### config.mk
export PLATFORM = sky130hd
export DESIGN_NAME = uart_dbus_bridge_flat
export DESIGN_NICKNAME = d
export VERILOG_FILES = /design/src/rtl/uart_dbus_bridge_if.sv /design/src/rtl/uart_dbus_bridge.sv /design/src/flat_wrapper.sv
export SDC_FILE = /design/constraint.sdc
export NUM_CORES = 1
export LEC_CHECK = 0
export ABC_CLOCK_PERIOD_IN_PS = 2300
export CAP_MARGIN = 15
export CORE_UTILIZATION = 45
export CTS_CLUSTER_SIZE = 40
export DETAILED_ROUTE_END_ITERATION = 8
export PLACE_DENSITY = 0.74
export SLEW_MARGIN = 20
export SYNTH_ARGS = -nofsm -noshare
export SYNTH_HDL_FRONTEND = slang
export SYNTH_SLANG_ARGS = --single-unit
### constraint.sdc
create_clock -name clk -period 2.3 [get_ports clk]
set_input_delay 0.46 -clock clk [delete_from_list [all_inputs] [get_ports clk]]
set_output_delay 0.46 -clock clk [all_outputs]
set_load 0.02 [all_outputs]
### src/rtl/uart_dbus_bridge_if.sv
// uart_dbus_bridge_if: single-word dBus command/response bundle, as seen by a VexRiscv-style dBus port.
// Latency: none (wires only).
// Backpressure: cmd_valid/cmd_ready handshake; responses are unconditional single-cycle rsp_ready pulses.
// Signals: cmd_valid, cmd_ready, cmd_payload_{wr,address,data,size}, rsp_ready, rsp_error, rsp_data.
// Modports: master = command initiator (the bridge), slave = arbiter / memory side.
interface uart_dbus_bridge_if;
   logic        cmd_valid;
   logic        cmd_ready;
   logic        cmd_payload_wr;
   logic [31:0] cmd_payload_address;
   logic [31:0] cmd_payload_data;
   logic [1:0]  cmd_payload_size;
   logic        rsp_ready;
   logic        rsp_error;
   logic [31:0] rsp_data;

   modport master (
      output cmd_valid, cmd_payload_wr, cmd_payload_address, cmd_payload_data, cmd_payload_size,
      input  cmd_ready, rsp_ready, rsp_error, rsp_data
   );

   modport slave (
      input  cmd_valid, cmd_payload_wr, cmd_payload_address, cmd_payload_data, cmd_payload_size,
      output cmd_ready, rsp_ready, rsp_error, rsp_data
   );
endinterface

### src/rtl/uart_dbus_bridge.sv
// uart_dbus_bridge: decodes UART byte frames into single-word dBus reads/writes and replies over UART.
// Latency: cmd_valid the cycle after the last frame byte; first reply byte no earlier than 2 cycles after handshake.
// Backpressure: command held stable until cmd_ready; reply bytes wait for tx_rdy; rx bytes outside a frame are dropped.
// Ports: clk/resetn; rx_valid/rx_data from UART RX; tx_rdy/tx_vld/tx_data to UART TX; dbus (master); busy.
// Build option: define UART_DBUS_TIMEOUT_EN to abandon a partial frame after TIMEOUT_CYCLES without a byte.
module uart_dbus_bridge #(
   parameter int unsigned CLK_FREQ           = 100_000_000,
   parameter int unsigned TIMEOUT_CYCLES     = CLK_FREQ / 100,
   parameter int unsigned RSP_TIMEOUT_CYCLES = 1024
) (
   input  logic               clk,
   input  logic               resetn,
   input  logic               rx_valid,
   input  logic [7:0]         rx_data,
   input  logic               tx_rdy,
   output logic               tx_vld,
   output logic [7:0]         tx_data,
   output logic               busy,
   uart_dbus_bridge_if.master dbus
);
   localparam logic [7:0] OP_WR   = 8'h57;
   localparam logic [7:0] OP_RD   = 8'h52;
   localparam logic [7:0] RPL_OK  = 8'h4B;
   localparam logic [7:0] RPL_ERR = 8'h45;
   localparam logic [7:0] RPL_TO  = 8'h54;
   localparam logic [7:0] RPL_BAD = 8'h3F;
   localparam int         RSP_W   = $clog2(RSP_TIMEOUT_CYCLES + 1);

   typedef enum logic [2:0] {
      S_IDLE, S_GET_ADDR, S_GET_DATA, S_CMD, S_WAIT_RSP, S_SEND
   } state_t;

   state_t           state_q, state_d;
   logic [1:0]       byte_cnt_q, byte_cnt_d;
   logic             wr_q, wr_d;
   logic [31:0]      addr_q, addr_d;
   logic [31:0]      data_q, data_d;
   logic [31:0]      tx_buf_q, tx_buf_d;     // reply bytes, next byte in [31:24]
   logic [2:0]       tx_cnt_q, tx_cnt_d;     // reply bytes still to send
   logic             tx_gap_q, tx_gap_d;     // blocks tx_rdy sampling for one cycle
   logic [RSP_W-1:0] rsp_cnt_q, rsp_cnt_d;
   logic             tx_fire;
   logic             ib_expired;

`ifdef UART_DBUS_TIMEOUT_EN
   localparam int IB_W = $clog2(TIMEOUT_CYCLES + 1);
   logic [IB_W-1:0] ib_cnt_q, ib_cnt_d;
   logic            in_frame;

   assign in_frame   = (state_q == S_GET_ADDR) || (state_q == S_GET_DATA);
   // A byte arriving in the expiry cycle still wins over the abort.
   assign ib_expired = in_frame && !rx_valid && (ib_cnt_q == IB_W'(TIMEOUT_CYCLES));

   always_comb begin
      ib_cnt_d = '0;
      if (in_frame && !rx_valid) ib_cnt_d = ib_cnt_q + 1'b1;
   end

   always_ff @(posedge clk or negedge resetn) begin
      if (!resetn) ib_cnt_q <= '0;
      else         ib_cnt_q <= ib_cnt_d;
   end
`else
   // Without the inter-byte timer a partial frame waits for its remaining bytes forever.
   assign ib_expired = 1'b0;
   // TIMEOUT_CYCLES stays a parameter so both builds share one instantiation.
   if (TIMEOUT_CYCLES == 0) begin : g_timeout_unused
   end
`endif

   // Gap after a launch (and on entry to SEND) gives the UART a cycle to drop tx_rdy.
   assign tx_fire = (state_q == S_SEND) && tx_rdy && !tx_gap_q;
   assign tx_vld  = tx_fire;
   assign tx_data = tx_buf_q[31:24];
   assign busy    = (state_q != S_IDLE);

   assign dbus.cmd_valid           = (state_q == S_CMD);
   assign dbus.cmd_payload_wr      = wr_q;
   assign dbus.cmd_payload_address = addr_q;
   assign dbus.cmd_payload_data    = data_q;
   assign dbus.cmd_payload_size    = 2'b10;

   always_comb begin
      state_d    = state_q;
      byte_cnt_d = byte_cnt_q;
      wr_d       = wr_q;
      addr_d     = addr_q;
      data_d     = data_q;
      tx_buf_d   = tx_buf_q;
      tx_cnt_d   = tx_cnt_q;
      tx_gap_d   = 1'b0;
      rsp_cnt_d  = rsp_cnt_q;

      case (state_q)
         S_IDLE: begin
            if (rx_valid) begin
               if ((rx_data == OP_WR) || (rx_data == OP_RD)) begin
                  wr_d       = (rx_data == OP_WR);
                  byte_cnt_d = '0;
                  state_d    = S_GET_ADDR;
               end else begin
                  tx_buf_d = {RPL_BAD, 24'h0};
                  tx_cnt_d = 3'd1;
                  tx_gap_d = 1'b1;
                  state_d  = S_SEND;
               end
            end
         end
         S_GET_ADDR: begin
            if (rx_valid) begin
               addr_d     = {addr_q[23:0], rx_data};
               byte_cnt_d = byte_cnt_q + 2'd1;
               if (byte_cnt_q == 2'd3) state_d = wr_q ? S_GET_DATA : S_CMD;
            end
         end
         S_GET_DATA: begin
            if (rx_valid) begin
               data_d     = {data_q[23:0], rx_data};
               byte_cnt_d = byte_cnt_q + 2'd1;
               if (byte_cnt_q == 2'd3) state_d = S_CMD;
            end
         end
         S_CMD: begin
            if (dbus.cmd_ready) begin
               if (wr_q) begin
                  tx_buf_d = {RPL_OK, 24'h0};
                  tx_cnt_d = 3'd1;
                  tx_gap_d = 1'b1;
                  state_d  = S_SEND;
               end else begin
                  rsp_cnt_d = '0;
                  state_d   = S_WAIT_RSP;
               end
            end
         end
         S_WAIT_RSP: begin
            rsp_cnt_d = rsp_cnt_q + 1'b1;
            if (dbus.rsp_ready) begin
               if (dbus.rsp_error) begin
                  tx_buf_d = {RPL_ERR, 24'h0};
                  tx_cnt_d = 3'd1;
               end else begin
                  tx_buf_d = dbus.rsp_data;
                  tx_cnt_d = 3'd4;
               end
               tx_gap_d = 1'b1;
               state_d  = S_SEND;
            end else if (rsp_cnt_q == RSP_W'(RSP_TIMEOUT_CYCLES - 1)) begin
               tx_buf_d = {RPL_TO, 24'h0};
               tx_cnt_d = 3'd1;
               tx_gap_d = 1'b1;
               state_d  = S_SEND;
            end
         end
         S_SEND: begin
            if (tx_fire) begin
               tx_buf_d = {tx_buf_q[23:0], 8'h00};
               tx_cnt_d = tx_cnt_q - 3'd1;
               tx_gap_d = 1'b1;
               if (tx_cnt_q == 3'd1) state_d = S_IDLE;
            end
         end
         default: state_d = S_IDLE;
      endcase

      if (ib_expired) state_d = S_IDLE;
   end

   always_ff @(posedge clk or negedge resetn) begin
      if (!resetn) begin
         state_q    <= S_IDLE;
         byte_cnt_q <= '0;
         wr_q       <= 1'b0;
         addr_q     <= '0;
         data_q     <= '0;
         tx_buf_q   <= '0;
         tx_cnt_q   <= '0;
         tx_gap_q   <= 1'b0;
         rsp_cnt_q  <= '0;
      end else begin
         state_q    <= state_d;
         byte_cnt_q <= byte_cnt_d;
         wr_q       <= wr_d;
         addr_q     <= addr_d;
         data_q     <= data_d;
         tx_buf_q   <= tx_buf_d;
         tx_cnt_q   <= tx_cnt_d;
         tx_gap_q   <= tx_gap_d;
         rsp_cnt_q  <= rsp_cnt_d;
      end
   end
endmodule

### src/flat_wrapper.sv
// flat-port wrapper written by rule: the top's interface ports become plain ports
module uart_dbus_bridge_flat 
#(
   parameter int unsigned CLK_FREQ           = 100_000_000,
   parameter int unsigned TIMEOUT_CYCLES     = CLK_FREQ / 100,
   parameter int unsigned RSP_TIMEOUT_CYCLES = 1024
)
  (clk, resetn, rx_valid, rx_data, tx_rdy, tx_vld, tx_data, busy, dbus_cmd_valid, dbus_cmd_payload_wr, dbus_cmd_payload_address, dbus_cmd_payload_data, dbus_cmd_payload_size, dbus_cmd_ready, dbus_rsp_ready, dbus_rsp_error, dbus_rsp_data);
  uart_dbus_bridge_if dbus_i ();
  input  logic clk;
  input  logic resetn;
  input  logic rx_valid;
  input  logic [7:0] rx_data;
  input  logic tx_rdy;
  output logic tx_vld;
  output logic [7:0] tx_data;
  output logic busy;
  output wire logic [$bits(dbus_i.cmd_valid)-1:0] dbus_cmd_valid;
  output wire logic [$bits(dbus_i.cmd_payload_wr)-1:0] dbus_cmd_payload_wr;
  output wire logic [$bits(dbus_i.cmd_payload_address)-1:0] dbus_cmd_payload_address;
  output wire logic [$bits(dbus_i.cmd_payload_data)-1:0] dbus_cmd_payload_data;
  output wire logic [$bits(dbus_i.cmd_payload_size)-1:0] dbus_cmd_payload_size;
  input wire logic [$bits(dbus_i.cmd_ready)-1:0] dbus_cmd_ready;
  input wire logic [$bits(dbus_i.rsp_ready)-1:0] dbus_rsp_ready;
  input wire logic [$bits(dbus_i.rsp_error)-1:0] dbus_rsp_error;
  input wire logic [$bits(dbus_i.rsp_data)-1:0] dbus_rsp_data;
  assign dbus_cmd_valid = dbus_i.cmd_valid;
  assign dbus_cmd_payload_wr = dbus_i.cmd_payload_wr;
  assign dbus_cmd_payload_address = dbus_i.cmd_payload_address;
  assign dbus_cmd_payload_data = dbus_i.cmd_payload_data;
  assign dbus_cmd_payload_size = dbus_i.cmd_payload_size;
  assign dbus_i.cmd_ready = dbus_cmd_ready;
  assign dbus_i.rsp_ready = dbus_rsp_ready;
  assign dbus_i.rsp_error = dbus_rsp_error;
  assign dbus_i.rsp_data = dbus_rsp_data;
  uart_dbus_bridge #(.CLK_FREQ(CLK_FREQ), .TIMEOUT_CYCLES(TIMEOUT_CYCLES), .RSP_TIMEOUT_CYCLES(RSP_TIMEOUT_CYCLES)) u_core (.clk(clk), .resetn(resetn), .rx_valid(rx_valid), .rx_data(rx_data), .tx_rdy(tx_rdy), .tx_vld(tx_vld), .tx_data(tx_data), .busy(busy), .dbus(dbus_i));
endmodule
=== Yosys cells after proc, flatten, opt, wreduce, memory -nomap -nowiden ===
Cells that the tools add are included.

* Output and inout bits: 78
* Register bits: 117
* Memories: 0
* RAM bits: 0
* Memory bits (read-only): 0
* Latch bits: 0
* Word-level logic and storage cells: 100

* Equal/unequal tests: 24
* $add $sub $neg: 3
* Bitwise gates (word level): 0
* Multiply operators: 0
* Shift-type cells: 0
* $lt $le $gt $ge: 0
* Mux-type cells: 47
* Divide/modulo/power cells: 0
* Reductions and logical operators: 17

{| class="wikitable"
|+ Operators by type and width
! kind !! count
|-
| 2-to-1 mux 32 bit || 8
|-
| case mux 32 bit (4 select lines) || 1
|-
| 2-to-1 mux 3 bit || 19
|-
| 2-to-1 mux 11 bit || 2
|-
| case mux 11 bit (2 select lines) || 1
|-
| case mux 3 bit (6 select lines) || 1
|-
| equality test 8 x 7 -> 1 bit, second input constant || 2
|-
| != test 2 bit, second input constant || 7
|-
| != test 2 x 1 -> 1 bit, second input constant || 6
|-
| case mux 3 bit (4 select lines) || 1
|-
| adder 11 x 1 -> 11 bit, second input constant || 1
|-
| equality test 11 x 10 -> 1 bit, second input constant || 1
|-
| 2-to-1 mux 1 bit || 9
|-
| AND reduction 9 bit || 1
|-
| AND reduction 7 bit || 1
|-
| equality test 3 x 1 -> 1 bit, second input constant || 2
|-
| equality test 3 x 2 -> 1 bit, second input constant || 2
|-
| equality test 3 bit, second input constant || 2
|-
| 2-to-1 mux 2 bit || 3
|-
| AND reduction 3 bit || 2
|-
| case mux 1 bit (4 select lines) || 1
|-
| case mux 2 bit (2 select lines) || 1
|-
| AND reduction 2 bit || 2
|-
| AND reduction 4 bit || 1
|-
| other kinds (12) || 14
|}

=== Depth between registers and ports, before layout ===
Gate-level depths: netlist of run 1.

* Depth after elaboration: 5
* Mapped depth: 8
* Depth with buffers taken out: 7

=== Worst setup path after synthesis of run 1 ===
No wires, ideal clock.

* Path type: input-to-reg
* Start: input port rx_data[5]
* End: register u_core.tx_buf_q[28]
* Path buffers: 1
* Data arrival time: 1.851 ns
* Data required time: 2.182 ns
* Stages: 6
* Slack: 0.331 ns
* Path through: and4bb_2 -> nand4b_1 -> a221oi_2 -> buf_2 -> a211oi_1 -> a21o_1

* Word-level cells in the longest chain between the ends: 4
* Elaborated cells on any way between the ends: 5
* Those cells by class: eq/ne (3); reduce/logical (2)

{| class="wikitable"
|+ RTL lines
! item !! line !! RTL
|-
| start: declaration || flat_wrapper.sv:13 || <nowiki>input logic [7:0] rx_data;</nowiki>
|-
| equality test 8 x 7 -> 1 bit || uart_dbus_bridge.sv:97 || <nowiki>if ((rx_data == OP_WR) || (rx_data == OP_RD)) begin</nowiki>
|-
| logical OR 1 bit * || uart_dbus_bridge.sv:97 ||
|-
| != test 2 bit (no line) * || n/a ||
|-
| AND reduction 7 bit (no line) * || n/a ||
|-
| end signal: assignment || uart_dbus_bridge.sv:186 || <nowiki>tx_buf_q <= tx_buf_d;</nowiki>
|-
| end: declaration || uart_dbus_bridge.sv:38 || <nowiki>logic [31:0] tx_buf_q, tx_buf_d;</nowiki>
|}

Every way passes the cells marked *; elsewhere a longest branch is shown, timed or not.
A chain may end at the register's enable or synchronous reset.

=== Worst setup path in the final report of run 1 ===
* Start: register u_core.state_q[0]
* End: output port busy

* Word-level cells in the longest chain between the ends: 1

{| class="wikitable"
|+ RTL lines
! item !! line !! RTL
|-
| start: declaration || uart_dbus_bridge.sv:33 || <nowiki>state_t state_q, state_d;</nowiki>
|-
| start signal: assignment || uart_dbus_bridge.sv:181 || <nowiki>state_q <= state_d;</nowiki>
|-
| nonzero test 3 bit || uart_dbus_bridge.sv:75 || <nowiki>assign busy = (state_q != S_IDLE);</nowiki>
|-
| end: declaration || flat_wrapper.sv:17 || <nowiki>output logic busy;</nowiki>
|}

Every way passes these cells.

==> tab_implementation.tex, run 1 <==
\begin{tabular}{lr}
\hline
Metric & Value \\
\hline
\multicolumn{2}{l}{\textbf{Status}} \\
\quad Outcome & completed \\
\multicolumn{2}{l}{\textbf{Floorplanning}} \\
\quad Die outline height & 109 um \\
\quad Io pins & 125 \\
\quad Placement Rows & 38 \\
\quad Core outline area & 11000 um2 \\
\quad Die outline width & 109 um \\
\quad Floorplan die area & 11800 um2 \\
\quad Initial standard-cell utilization of the core & 0.468 \\
\multicolumn{2}{l}{\textbf{STA}} \\
\quad Unrepaired setup endpoints after global routing & false \\
\quad Setup-violating endpoint count in the final report & 0 \\
\quad Final-report hold violation count & 0 \\
\quad Worst hold-check slack & 0.486 ns \\
\quad Fin Setup TNS & 0 ns \\
\quad Worst slew slack as a fraction of its limit & 0.559 \\
\quad Post-layout minimum cycle time & 2.18 ns \\
\quad Highest clock rate & 0.458 GHz \\
\quad Final worst-path cycle share & 0.950 \\
\quad Max-slew violation count & 0 \\
\quad Setup clock skew after layout & 0.00717 ns \\
\quad Transition at the pin with the smallest max-transition slack & 0.662 ns \\
\multicolumn{2}{l}{\textbf{Route}} \\
\quad Detailed-route DRC error count & 0 \\
\quad Initial DRT Pass Iterations & 4 \\
\quad Via count normalized by instance count & 5.36 \\
\quad Post-detailed-route wirelength per cell & 16.2 um \\
\quad Number of vias in the routed layout & 3938 \\
\quad Number of violations reported at the end of detailed-routing iteration 0 & 206 \\
\quad Antenna viol nets, final & 0 \\
\quad Overall routed net length & 11900 um \\
\multicolumn{2}{l}{\textbf{GRT}} \\
\quad Remaining global-route overflow & 0 \\
\quad Met3 track utilization from global routing & 0.0412 \\
\quad Pin count of the biggest net entering global routing & 47 \\
\quad Aggregate global-route resource usage & 0.215 \\
\quad First-pass GRT wire length & 19400 um \\
\quad Via count of the first global-routing pass & 3866 \\
\quad Global routing's busiest layer & met2 \\
\quad M2 GR Usage & 0.356 \\
\quad Met1 routing resource usage after global routing & 0.284 \\
\quad Antenna violations before repair & 0 \\
\multicolumn{2}{l}{\textbf{Cells and area}} \\
\quad Area growth from synthesis to layout & 42.7\% \\
\quad Share of cells above drive strength 1 & 0.242 \\
\quad Final net count & 633 \\
\quad Layout Utilization & 0.668 \\
\quad Antenna diode count & 0 \\
\quad Number of fill cells & 817 \\
\multicolumn{2}{l}{\textbf{Logic synthesis}} \\
\quad Mean instance size in the synthesized netlist & 11.8 um2 \\
\quad Most area-consuming cells after synthesis & dfrtp\_1 57\%, mux2\_2 14\%, o21ai\_0 3.2\% \\
\quad EDFF count, synth & 0 \\
\quad Share of the synthesized area in the top cell type & 0.570 \\
\quad Number of flip-flops and latches in the synthesized netlist & 117 \\
\quad YS warnings & 0 \\
\quad Synthesized net count & 486 \\
\quad Predominant post-synthesis flop cell & dfrtp\_1 \\
\quad Post-synth cell types & 50 \\
\quad Cells after synthesis & 435 \\
\quad Share of flip-flops with an asynchronous set or reset & 1.00 \\
\quad Sequential area share after synthesis & 0.570 \\
\quad Synth area leader & dfrtp\_1 \\
\quad Summed instance area of the synthesized netlist & 5140 um2 \\
\multicolumn{2}{l}{\textbf{Worst setup path}} \\
\quad Buf+Inv Stages, Crit Path & 2 \\
\quad CP peak stage delay & 0.45 ns \\
\quad Kind of capture point of the worst setup path & output port \\
\quad Kind of start point of the critical path & register \\
\quad Worst endpoint data arrival time & 1.72 ns \\
\quad Worst EP required & 1.84 ns \\
\quad Kind of critical path & reg2out \\
\quad Maximum net fanout on the critical path & 11 \\
\quad Sequence of cells on the critical path & buf\_4, or3\_1, dlygate4sd2\_1 \\
\quad Cell family with most CP delay & buffers and inverters \\
\quad Slowest cell on crit path & dfrtp\_1 \\
\multicolumn{2}{l}{\textbf{CTS}} \\
\quad TritonCTS clock tree & yes \\
\quad Cell at the root of the clock tree & clkbuf\_16 \\
\quad Post-CTS repair timing setup buffer count & 0 \\
\quad Number of buffers created by CTS & 17 \\
\quad Number of H-tree branching levels & 4 \\
\quad CTS clk-pin slew, worst paths & 0.05 ns \\
\quad Clock sink count & 117 \\
\quad Max clock buf depth & 2 \\
\quad Clock latency on the worst-skew pair & 0.40 ns \\
\multicolumn{2}{l}{\textbf{Flow run}} \\
\quad Number of max-cap violations & 0 \\
\multicolumn{2}{l}{\textbf{Hold path}} \\
\quad Type of the most critical hold path & reg2reg \\
\multicolumn{2}{l}{\textbf{Power}} \\
\quad Static leakage power & 0.00320 uW \\
\quad Total power of the final layout & 10300 uW \\
\quad Max rail drop VDD & 0.971 mV \\
\quad Power density over cell area & 1400 nW/um2 \\
\multicolumn{2}{l}{\textbf{Place}} \\
\quad Count of port buffers added during placement & 122 \\
\quad RD Place Congestion & 0.841 \\
\quad Final HPWL DP & 8510 um \\
\hline
\end{tabular}
## cells in the final DEF, fill, tap and decap left out, types with 13 or more instances in the layout
cell             count
clkdlybuf4s50_1    118
dfrtp_1            116
mux2_2              62
buf_4               35
o21ai_0             33
nand2_1             26
nor2_1              24
clkbuf_16           17
a22oi_1             14
a21oi_1             13
## where the power goes
group	switching, uW	leakage, uW	internal, uW
Clock	919	0.000273	1600
Combinational	2100	0.00144	2190
Sequential	588	0.00149	2860
## timing repair
action	4_1_cts	5_1_grt
hold endpoints to repair	27	0
hold buffers	1	0
resized for setup	5	0
endpoints found under the setup margin	5	0
## routing by layer
layer	share of wire	wire, um
met5	0	0
met4	0.014	171
met3	0.049	581
met2	0.51	6080
met1	0.43	5080
## kinds of logic (layout without fill, tap and decap cells)
kind of cell	after synthesis	count (layout)	share of synthesized area
AOI/OAI and AO/OA	103	103	0.133
muxes	68	68	0.148
DFF	117	117	0.570
and+or+nand+nor	90	90	0.0867
other	2	2	0.00146
buffers and inverters	47	207	0.0443
xor gates and xnor gates	4	4	0.00682
adders and majority gates	4	4	0.00974
## synth_stat cells, types with 3 or more instances
| master | number |
|---|---|
| dfrtp_1 | 117 |
| a31oi_1 | 4 |
| nand3_1 | 5 |
| or3_1 | 3 |
| a221oi_1 | 7 |
| nand2b_1 | 5 |
| a21oi_1 | 13 |
| nor2b_1 | 4 |
| o31ai_1 | 3 |
| nor3_1 | 6 |
| ha_1 | 4 |
| buf_4 | 10 |
| buf_2 | 11 |
| mux2_2 | 62 |
| nor2_1 | 25 |
| nand2_1 | 26 |
| a22o_1 | 10 |
| a22oi_1 | 14 |
| o21ai_0 | 33 |
| mux2_1 | 3 |
| o21ai_1 | 3 |
| clkbuf_1 | 13 |
| inv_1 | 10 |
| a21o_1 | 5 |
| mux2i_1 | 3 |
| nand4_1 | 3 |
## metrics by stage
step / setup slack [ns] / std cells / cell area, um2
2_1_floorplan: 0.331 / 435 / 5140
3_3_place_gp: -0.106 / 702 / 6740
3_5_place_dp: -0.116 / 702 / 6740
4_1_cts: 0.102 / 735 / 7330
5_1_grt: 0.0369 / 735 / 7330
6_report: 0.116 / 735 / 7330
## worst reg2reg max path, cell delays in order (launching register included)
cell	delay, ns
dfrtp_1	0.45
nand3_1	0.19
o41ai_2	0.55
a221oi_4	0.14
buf_4	0.23
or3_1	0.35
o21ai_0	0.07
## final timing paths
kind                                            startpoint                                            to  slack [ns]  depth (start not counted)
max                          u_core.state_q[0]$_DFFE_PN0P_                                          busy        0.12                          3
min                        u_core.rsp_cnt_q[4]$_DFFE_PN0P_               u_core.rsp_cnt_q[4]$_DFFE_PN0P_        0.49                          1
max reg2reg                u_core.rsp_cnt_q[2]$_DFFE_PN0P_                u_core.tx_cnt_q[1]$_DFFE_PN0P_        0.23                          6
min reg2reg                u_core.rsp_cnt_q[4]$_DFFE_PN0P_               u_core.rsp_cnt_q[4]$_DFFE_PN0P_        0.49                          1
max in group asynchronous                           resetn                u_core.tx_buf_q[8]$_DFFE_PN0P_        1.07                          3
min in group asynchronous                           resetn  u_core.dbus.cmd_payload_data[20]$_DFFE_PN0P_        0.53                          2
## area by class of cell
type | count | area [um2] | area share
inverters | 12 | 45.0 | 0.00614
multi-input cells | 271 | 2000 | 0.273
flip-flops and latches | 117 | 2930 | 0.399
clock buffers | 21 | 480 | 0.0655
repair buffers | 163 | 1600 | 0.218
clock inverters | 11 | 100 | 0.0136
well taps | 140 | 175 | 0.0239
## flip-flops by register name (all words and copies together) (netlist names)
| register | count |
|---|---|
| u_core.byte_cnt_q | 2 |
| u_core.dbus.cmd_payload_data | 32 |
| u_core.dbus.cmd_payload_wr | 1 |
| u_core.state_q | 3 |
| u_core.rsp_cnt_q | 11 |
| u_core.tx_gap_q | 1 |
| u_core.tx_cnt_q | 3 |
| u_core.tx_buf_q | 32 |
| u_core.dbus.cmd_payload_address | 32 |
Note: power is estimated with default switching activity, not from simulation.
==> run 2: changes to the inputs <==
Settings changed: CORE_UTILIZATION 45 to 50, PLACE_DENSITY 0.74 to 0.81.
==> run 2 against run 1 <==
Against the previous run: design area increased by 0.60%; sequential power increased by 1%; maximum frequency decreased by 0.61%; non-clock buffer count decreased by 7; total power increased by 5.0%; via count increased by 0.30%; clock power increased by 17%; largest power group unchanged; core utilization increased by 8.0 points; global-route usage increased by 3.4 points; highest routed layer unchanged; critical path depth unchanged; sequential share of layout area decreased by 0.22 points.
==> tab_implementation.tex, run 2 (synthesis results as in run 1) <==
\begin{tabular}{lr}
\hline
Metric & Value \\
\hline
\multicolumn{2}{l}{\textbf{Status}} \\
\quad Outcome & completed \\
\multicolumn{2}{l}{\textbf{CTS}} \\
\quad TritonCTS clock tree & yes \\
\quad CTS clk-pin slew, worst paths & 0.06 ns (about the same) \\
\quad Number of buffers created by CTS & 17 (unchanged) \\
\quad Max clock buf depth & 2 (unchanged) \\
\quad Number of H-tree branching levels & 4 (unchanged) \\
\quad Post-CTS repair timing setup buffer count & 0 (unchanged) \\
\quad Cell at the root of the clock tree & clkbuf\_8 \\
\quad Clock sink count & 117 (unchanged) \\
\quad Clock latency on the worst-skew pair & 0.52 ns (+0.12 ns) \\
\multicolumn{2}{l}{\textbf{Route}} \\
\quad Antenna viol nets, final & 0 (unchanged) \\
\quad Number of violations reported at the end of detailed-routing iteration 0 & 279 (+35\%) \\
\quad Via count normalized by instance count & 5.48 (+2.3\%) \\
\quad Post-detailed-route wirelength per cell & 17.6 um (+8.4\%) \\
\quad Overall routed net length & 12700 um (+6.3\%) \\
\quad Number of vias in the routed layout & 3950 (+0.30\%) \\
\quad Initial DRT Pass Iterations & 4 (unchanged) \\
\quad Detailed-route DRC error count & 0 (unchanged) \\
\multicolumn{2}{l}{\textbf{Power}} \\
\quad Power density over cell area & 1460 nW/um2 (+4.4\%) \\
\quad Static leakage power & 0.00322 uW (+0.53\%) \\
\quad Max rail drop VDD & 1.04 mV (+6.9\%) \\
\multicolumn{2}{l}{\textbf{Floorplanning}} \\
\quad Floorplan die area & 10700 um2 (-9.8\%) \\
\quad Io pins & 125 (unchanged) \\
\quad Core outline area & 9860 um2 (-10\%) \\
\quad Initial standard-cell utilization of the core & 0.521 (+0.0530) \\
\quad Placement Rows & 36 (-5.3\%) \\
\quad Die outline height & 103 um (-5.0\%) \\
\quad Die outline width & 103 um (-5.0\%) \\
\multicolumn{2}{l}{\textbf{Cells and area}} \\
\quad Commonest cells after routing, fill and taps aside & 118 x clkdlybuf4s50\_1, 115 x dfrtp\_1, 62 x mux2\_2 \\
\quad Final net count & 626 (-1.1\%) \\
\quad Area growth from synthesis to layout & 43.6\% \\
\quad Design area & 7380 um2 (+0.60\%) \\
\quad Share of cells above drive strength 1 & 0.236 (-0.00562) \\
\quad Antenna diode count & 0 (unchanged) \\
\quad Number of fill cells & 617 (-24\%) \\
\quad Most common cell after layout, fill and taps aside & clkdlybuf4s50\_1 \\
\multicolumn{2}{l}{\textbf{GRT}} \\
\quad Via count of the first global-routing pass & 3915 (+1.3\%) \\
\quad Pin count of the biggest net entering global routing & 45 (-4.3\%) \\
\quad Remaining global-route overflow & 0 (unchanged) \\
\quad Antenna violations before repair & 0 (unchanged) \\
\quad Aggregate global-route resource usage & 0.249 (+0.0338) \\
\quad First-pass GRT wire length & 19500 um (+0.64\%) \\
\multicolumn{2}{l}{\textbf{Hold path}} \\
\quad Type of the most critical hold path & reg2reg \\
\quad Worst hold stages & 1 (unchanged) \\
\multicolumn{2}{l}{\textbf{STA}} \\
\quad Setup-violating endpoint count in the final report & 0 (unchanged) \\
\quad Final worst-path cycle share & 0.956 (+0.00587) \\
\quad Max-slew violation count & 0 (unchanged) \\
\quad Unrepaired setup endpoints after global routing & false \\
\quad Setup clock skew after layout & 0.00652 ns (-0.000651 ns) \\
\quad Post-layout minimum cycle time & 2.20 ns (+0.0135 ns) \\
\quad Worst slew slack as a fraction of its limit & 0.566 (+0.00727) \\
\quad Worst hold-check slack & 0.484 ns (-0.00184 ns) \\
\quad Final setup margin & 0.102 ns (-0.0135 ns) \\
\quad Transition at the pin with the smallest max-transition slack & 0.651 ns (-0.0109 ns) \\
\quad Final-report hold violation count & 0 (unchanged) \\
\quad Highest clock rate & 0.455 GHz (-0.61\%) \\
\multicolumn{2}{l}{\textbf{Worst setup path}} \\
\quad Worst EP required & 1.84 ns (about the same) \\
\quad Reg2reg path depth & 4 (-2) \\
\quad Worst endpoint data arrival time & 1.74 ns (+0.02 ns) \\
\quad Kind of capture point of the worst setup path & output port \\
\quad Kind of start point of the critical path & register \\
\quad Worst reg-to-reg setup slack & 0.19 ns (-0.04 ns) \\
\quad Kind of critical path & reg2out \\
\quad Maximum net fanout on the critical path & 10 (-1) \\
\multicolumn{2}{l}{\textbf{Place}} \\
\quad RD Place Congestion & 0.831 (-1.2\%) \\
\quad Setup Slack @ Placement & -0.141 ns (-0.0255 ns) \\
\quad Post-placement cell area & 6680 um2 (-0.91\%) \\
\quad Final HPWL DP & 8500 um (-0.12\%) \\
\quad Count of port buffers added during placement & 122 (unchanged) \\
\multicolumn{2}{l}{\textbf{Flow run}} \\
\quad Number of max-cap violations & 0 (unchanged) \\
\hline
\end{tabular}
[run 2: cell types whose count changed in the layout (fill, tap and decap cells not counted), sizes merged]
cell           change
buf                -7
bufinv             +5
clkbuf             -2
clkdlybuf4s15      +1
clkinv             -2
dlygate4sd2        -1
inv                -1
[run 2: per-layer routing]
layer / GRT usage / routed length, um / vias to the layer above
met5: 0 / 0 / -
li1: - / - / 1844
met2: 0.398 / 6570 / 118
met4: 0.120 / 315 / 0
met1: 0.313 / 5200 / 1960
met3: 0.0685 / 583 / 28
[run 2: area by class of cell]
class | count | area [um2] | area share
repair buffers | 156 | 1550 | 0.210
clock buffers | 19 | 442 | 0.0599
clock inverters | 13 | 228 | 0.0309
multi-input cells | 271 | 2020 | 0.273
well taps | 133 | 166 | 0.0226
inverters | 12 | 45.0 | 0.00611
flip-flops and latches | 117 | 2930 | 0.397
[run 2: final timing paths]
kind | from | end
worst min-delay path | u_core.rsp_cnt_q[4]$_DFFE_PN0P_ | u_core.rsp_cnt_q[4]$_DFFE_PN0P_
worst max register to register | u_core.state_q[2]$_DFFE_PN0P_ | u_core.rsp_cnt_q[8]$_DFFE_PN0P_
max in group asynchronous | resetn | u_core.state_q[1]$_DFFE_PN0P_
worst min register to register | u_core.rsp_cnt_q[4]$_DFFE_PN0P_ | u_core.rsp_cnt_q[4]$_DFFE_PN0P_
min in group asynchronous | resetn | u_core.dbus.cmd_payload_data[19]$_DFFE_PN0P_
worst max-delay path | u_core.state_q[1]$_DFFE_PN0P_ | tx_vld
[run 2: stage by stage]
step / power (uW) / cells / utilization / setup TNS, ns
finish: 10800 / 721 / 0.748 / 0
global route: 11300 / 721 / 0.748 / 0
CTS: 10800 / 721 / 0.746 / 0
detailed placement: 7770 / 688 / 0.677 / -3.01
global placement: 7570 / 688 / 0.677 / -1.01
floorplan: 5780 / 435 / - / 0
[run 2: critical path, cell delays in order, from the launching register on]
cell and delay [ns]:
dfrtp_2 0.46, nand2b_2 0.26, nor2_1 0.18, clkdlybuf4s15_1 0.32
[run 2: power breakdown]
part | switching [uW] | internal (uW)
logic | 2150 | 2160
clock network | 928 | 2030
registers | 638 | 2860
[run 2: what timing repair did]
item                       CTS  global route
setup endpoints to repair   18             2
hold endpoints to repair    42             0
hold buffers                 1             0
gates resized for setup      6             3
